--- config.mk ---
export PLATFORM = sky130hd
export DESIGN_NAME = hub75_scan_driver
export DESIGN_NICKNAME = d
export VERILOG_FILES = /design/src/rtl/hub75_pkg.sv /design/src/rtl/hub75_plane_timer.sv /design/src/rtl/hub75_scan_driver.sv
export SDC_FILE = /design/constraint.sdc
export NUM_CORES = 1
export LEC_CHECK = 0
export ABC_AREA = 1
export BUFFER_PORTS_ARGS = -buffer_cell sky130_fd_sc_hd__buf_2
export CORE_UTILIZATION = 45
export DETAILED_ROUTE_END_ITERATION = 8
export PLACE_DENSITY = 0.65
export SLEW_MARGIN = 40
export SYNTH_ARGS = -nofsm -noshare
export SYNTH_HDL_FRONTEND = slang
export SYNTH_HIERARCHICAL = 1
export SYNTH_SLANG_ARGS = --single-unit
--- constraint.sdc ---
create_clock -name clk -period 2.5 [get_ports clk]
set_clock_uncertainty 0.15 [all_clocks]
set_input_delay 0.125 -clock clk [delete_from_list [all_inputs] [get_ports clk]]
set_output_delay 0.125 -clock clk [all_outputs]
set_load 0.01 [all_outputs]
--- src/rtl/hub75_pkg.sv ---
// Shared types and constants for the HUB75 scan driver: FSM state encoding,
// channel field positions inside a {R,G,B} pixel word, and a width helper.
package hub75_pkg;

    typedef enum logic [2:0] {
        ST_IDLE,
        ST_SHIFT,
        ST_LATCH,
        ST_GHOST,
        ST_DISPLAY
    } scan_state_t;

    // Field position of each channel in a pixel word and on the rgb buses.
    localparam int unsigned CH_R = 2;
    localparam int unsigned CH_G = 1;
    localparam int unsigned CH_B = 0;

    function automatic int clog2_min1(input int v);
        return (v > 1) ? $clog2(v) : 1;
    endfunction

endpackage

--- src/rtl/hub75_plane_timer.sv ---
// Loadable down-counter that times the OE-active window of one bit plane
// (and, when enabled, the ghost-blanking gap). done marks the final cycle.
module hub75_plane_timer #(
    parameter int W = 8
) (
    input  logic         clk,
    input  logic         rst,
    input  logic         load,
    input  logic [W-1:0] load_val,
    output logic         done
);

    logic [W-1:0] cnt;

    always_ff @(posedge clk or negedge rst) begin
        if (!rst) begin
            cnt <= '0;
        end else if (load) begin
            cnt <= load_val;
        end else if (cnt != '0) begin
            cnt <= cnt - 1'b1;
        end
    end

    assign done = (cnt == W'(1));

endmodule

--- src/rtl/hub75_scan_driver.sv ---
// HUB75 scan engine: shifts one BCM bit plane per pass, latches it and drives OE
// for BASE_ON<<plane cycles. Define HUB75_GHOST_BLANK_EN to blank GHOST cycles after each row change.
//
// state      | meaning
// -----------+----------------------------------------------------------
// ST_IDLE    | panel blanked, waiting for en
// ST_SHIFT   | clocking COLS pixel pairs of the current plane onto the panel
// ST_LATCH   | one-cycle latch pulse, row address updated
// ST_GHOST   | extra blanking after a row change (plane 0 only, optional)
// ST_DISPLAY | OE active for BASE_ON<<plane cycles
module hub75_scan_driver
    import hub75_pkg::*;
#(
    parameter int COLS    = 64,
    parameter int ADDR_W  = 4,
    parameter int BPP     = 4,
    parameter int DIV     = 2,
    parameter int BASE_ON = 32,
    parameter int GHOST   = 4
) (
    input  logic                     clk,
    input  logic                     rst,
    input  logic                     en,
    output logic [ADDR_W-1:0]        fb_row,
    output logic [$clog2(COLS)-1:0]  fb_col,
    input  logic [3*BPP-1:0]         fb_top,
    input  logic [3*BPP-1:0]         fb_bot,
    output logic [ADDR_W-1:0]        row_addr,
    output logic [2:0]               rgb0,
    output logic [2:0]               rgb1,
    output logic                     clk_shft,
    output logic                     lat,
    output logic                     oe,
    output logic                     frame_done
);

    localparam int CW = $clog2(COLS);
    localparam int KW = $clog2(2 * DIV);
    localparam int PW = clog2_min1(BPP);
    localparam int IW = $clog2(3 * BPP);
    localparam int TW = $clog2((BASE_ON << (BPP - 1)) + GHOST + 1) + 1;

    scan_state_t        state;
    logic [PW-1:0]      plane;
    logic [ADDR_W-1:0]  row;
    logic [CW-1:0]      col;
    logic [KW-1:0]      phase;

    logic               tmr_load;
    logic [TW-1:0]      tmr_val;
    logic               tmr_done;

    logic [IW-1:0]      sel_r;
    logic [IW-1:0]      sel_g;
    logic [IW-1:0]      sel_b;
    logic               last_plane;
    logic               last_row;

    assign sel_r      = IW'(CH_R * BPP) + IW'(plane);
    assign sel_g      = IW'(CH_G * BPP) + IW'(plane);
    assign sel_b      = IW'(CH_B * BPP) + IW'(plane);
    assign last_plane = (plane == PW'(BPP - 1));
    assign last_row   = (row == '1);

    always_comb begin
        tmr_load = 1'b0;
        tmr_val  = TW'(BASE_ON) << plane;
        if (state == ST_LATCH) begin
            tmr_load = 1'b1;
`ifdef HUB75_GHOST_BLANK_EN
            if (plane == '0) begin
                tmr_val = TW'(GHOST);
            end
`endif
        end else if (state == ST_GHOST && tmr_done) begin
            tmr_load = 1'b1;
        end
    end

    hub75_plane_timer #(
        .W(TW)
    ) u_plane_timer (
        .clk      (clk),
        .rst      (rst),
        .load     (tmr_load),
        .load_val (tmr_val),
        .done     (tmr_done)
    );

    // fb_col runs one cycle ahead of the column being shifted so that the
    // framebuffer's one-cycle read latency lands on the first low cycle.
    always_ff @(posedge clk or negedge rst) begin
        if (!rst) begin
            state      <= ST_IDLE;
            plane      <= '0;
            row        <= '0;
            col        <= '0;
            phase      <= '0;
            fb_row     <= '0;
            fb_col     <= '0;
            row_addr   <= '0;
            rgb0       <= '0;
            rgb1       <= '0;
            clk_shft   <= 1'b0;
            lat        <= 1'b0;
            oe         <= 1'b1;
            frame_done <= 1'b0;
        end else begin
            frame_done <= 1'b0;
            case (state)
                ST_IDLE: begin
                    oe       <= 1'b1;
                    clk_shft <= 1'b0;
                    if (en) begin
                        state <= ST_SHIFT;
                    end
                end
                ST_SHIFT: begin
                    phase <= phase + 1'b1;
                    if (phase == '0) begin
                        rgb0 <= {fb_top[sel_r], fb_top[sel_g], fb_top[sel_b]};
                        rgb1 <= {fb_bot[sel_r], fb_bot[sel_g], fb_bot[sel_b]};
                    end
                    if (phase == KW'(DIV - 1)) begin
                        clk_shft <= 1'b1;
                    end
                    if (phase == KW'(2 * DIV - 2)) begin
                        fb_col <= fb_col + 1'b1;
                    end
                    if (phase == KW'(2 * DIV - 1)) begin
                        phase    <= '0;
                        clk_shft <= 1'b0;
                        col      <= col + 1'b1;
                        if (col == CW'(COLS - 1)) begin
                            state <= ST_LATCH;
                            lat   <= 1'b1;
                        end
                    end
                end
                ST_LATCH: begin
                    lat      <= 1'b0;
                    row_addr <= row;
                    fb_row   <= last_plane ? row + 1'b1 : row;
`ifdef HUB75_GHOST_BLANK_EN
                    if (plane == '0) begin
                        state <= ST_GHOST;
                    end else begin
                        state <= ST_DISPLAY;
                        oe    <= 1'b0;
                    end
`else
                    state <= ST_DISPLAY;
                    oe    <= 1'b0;
`endif
                end
                ST_GHOST: begin
                    if (tmr_done) begin
                        state <= ST_DISPLAY;
                        oe    <= 1'b0;
                    end
                end
                ST_DISPLAY: begin
                    if (tmr_done) begin
                        oe <= 1'b1;
                        if (last_plane) begin
                            plane <= '0;
                            row   <= row + 1'b1;
                            if (last_row) begin
                                frame_done <= 1'b1;
                            end
                            state <= en ? ST_SHIFT : ST_IDLE;
                        end else begin
                            plane <= plane + 1'b1;
                            state <= ST_SHIFT;
                        end
                    end
                end
                default: begin
                    state <= ST_IDLE;
                end
            endcase
        end
    end

endmodule

==> results.toml <==
[synth]
syn-cell-area_mm2 = 0.00285
yosysWarnings = 6
avgSynthCellArea_um2 = 7.80
synth_common_cells = "nand2_1, dfrtp_1, inv_1"
yosysTopAreaCell = "dfrtp_1"
synthCells = 366
synth.area.top_cells = "dfrtp_1, nand2_1, o21ai_0, ha_1, inv_1"
synth-edff-count = 0
yosysSeqAreaShare_pct = 44.8
synth_cell_types = 28
synth.most_common_cell = "nand2_1"
ys.flop_type = "dfrtp_1"
ys_seq_elements = 51
synthArstFlopShare_pct = 100
synth_top_area_share_pct = 43.8

[power]
sequentialPowerShare_pct = 46.1
p_total_mw = 2.37
vdd_drop_max_v = 0.000502
p_clk_share_pct = 25.0
switchingPower_uw = 808
p_per_area_mw_per_mm2 = 702
pwr-share-comb_pct = 28.9
leakage_nw = 1.79
sw_frac_of_total_pct = 34.1
intPower_mw = 1.56

[layout]
regArea_mm2 = 0.00128
n_antenna_cell = 0
stdcell_area_mm2 = 0.00338
finish.net_count = 470
fill_cells = 616
multiInputGateArea_mm2 = 0.00140
areaGrowthSynthToFinish_pct = 18.3
drive_gt1_share_pct = 20.2

[sta]
max_freq_ghz = 0.489
fin_setup_tns_ns = 0
setup_viol = 0
min_period_ns = 2.04
slew_viol_final = 0
hold_violations = 0
fin_crit_sh_pct = 81.8
rsz0062_at_grt = "false"

[cts]
holdBufCountCts = 4
cts_tree = "done"
clock-sinks = 51
clock_latency_ns = 0.30
cts_max_level = 2
path_clk_slew_ns = 0.10
post_cts_resized = 0
clockRootBuffer = "clkbuf_8"
cts.path.max_buffers = 2
cts_made_buffers = 5
cts_setup_buffers = 0

[global_route]
antenna_found_initial = 0
grt_max_degree = 20
grt_pass1_wl_mm = 10.1
overflow = 0
grt_pass1_vias = 2257
grt_usage_pct = 19.9

[critical_path]
crit_type = "reg2reg"
cp.arrival_ns = 2.09
cp.required_ns = 2.55
startpoint_type = "register"
critical_path.endpoint_type = "register"
critical_path_peak_fanout = 6

[detailed_routing]
via_count = 2421
wire_per_inst_um = 11.4
drt_iter0_drc = 73
first_pass_iters = 4
ant_nets = 0
route.detailed.drc = 0
vias_per_cell = 4.78
wl_mm = 5.78

[place]
io_buffers = 50
globalplace.congestion = 0.800
dp_hpwl_mm = 4.44
placedInstanceArea_mm2 = 0.00322

[flow_run]
maxCapViolations = 0

[die]
fp.dieW_um = 81.6
ios = 51
die_h_um = 81.6
dieArea_mm2 = 0.00666
core-area_mm2 = 0.00603
initial_core_util_pct = 47.4
row_count = 28

[outcome]
status = "finished clean"

[worst_hold_path]
hold_path_class = "in2reg"
[cells by family (layout without fill, tap and decap cells)]
logic type / Yosys count / after routing / share of synthesized area, %
AND/OR/NAND/NOR: 184 / 184 / 29.4
AO/OA/AOI/OAI: 54 / 54 / 9.60
buffers and inverters: 52 / 112 / 7.01
flip-flops: 51 / 51 / 44.8
adder cells (fa/ha/maj): 13 / 13 / 5.70
XOR/XNOR: 11 / 11 / 3.38
other: 1 / 6 / 0.131
[sequential cells by signal (all words and copies together), names as in the netlist, 3 cells and up]
signal	cells
rgb0	3
fb_col	6
state	3
row_addr	4
rgb1	3
fb_row	4
col	6
row	4
u_plane_timer/cnt	10
[critical path: stages (launching register included)]
cell	delay, ns
dfrtp_1	0.41
nor2_1	0.30
nand3_1	0.11
nor2_1	0.20
nor2_1	0.11
nor2_1	0.17
inv_2	0.10
or2_2	0.28
nand2_1	0.07
nor2_1	0.05
[cell type report]
cell class	count	area share [%]
clock buffer	6	2.45
clock inverter	2	1.04
inverter	46	5.11
multi-input combinational	268	41.3
sequential	51	37.8
tap	75	2.78
timing repair buffer	58	9.48
[layer usage]
layer | wire [µm] | global-route usage [%]
met1 | 2750 | 25.3
met5 | 0 | 0
met2 | 2790 | 34.1
met3 | 169 | 3.78
met4 | 76 | 6.49
[metrics by stage]
step	hold slack (ns)	utilization [%]	cells	setup slack (ns)
floorplan	-0.321	-	371	0.528
finish	0.00299	56.0	506	0.455
global placement	-0.0620	53.4	494	0.526
CTS	0.00170	56.0	506	0.458
global route	0.0438	56.0	506	0.265
detailed placement	-0.0668	53.4	494	0.481
[layout by cell type (no fill, tap or decap), drive strengths merged]
cell	Yosys	layout
nand2	116	116
buf	4	54
dfrtp	50	50
o21ai	49	49
inv	46	46
nor2	45	45
nand3	16	16
ha	13	13
xor2	6	6
clkbuf	2	6
conb	1	6
xnor2	5	5
a21oi	5	5
nand4	4	4
dlygate4sd3	0	4
nor4	1	1
and3	1	1
bufinv	0	1
clkinv	0	1
dfstp	1	1
or2	1	1
[power by group through the flow]
stage | clock network (mW) | logic [mW] | registers [mW]
6_report | 0.593 | 0.685 | 1.09
4_1_cts | 0.612 | 0.696 | 1.09
5_1_grt | 0.643 | 0.806 | 1.12
3_5_place_dp | 0 | 0.693 | 1.11
3_3_place_gp | 0 | 0.671 | 1.10
2_1_floorplan | 0 | 0.427 | 1.13
[path summary, 6_finish.rpt]
| kind | startpoint | end | slack (ns) | cells after the start |
|---|---|---|---|---|
| min in group asynchronous | rst | col[3] | 0.13 | 2 |
| max in group asynchronous | rst | u_plane_timer/cnt[8] | 1.48 | 3 |
| setup reg to reg | u_plane_timer/cnt[8] | u_plane_timer/cnt[5] | 0.46 | 9 |
| hold reg to reg | oe | oe | 0.32 | 2 |
| setup / recovery | u_plane_timer/cnt[8] | u_plane_timer/cnt[5] | 0.46 | 9 |
| hold / removal | fb_bot[9] | rgb1[2] | 0.003 | 5 |
(Power assumes the default switching activity.)
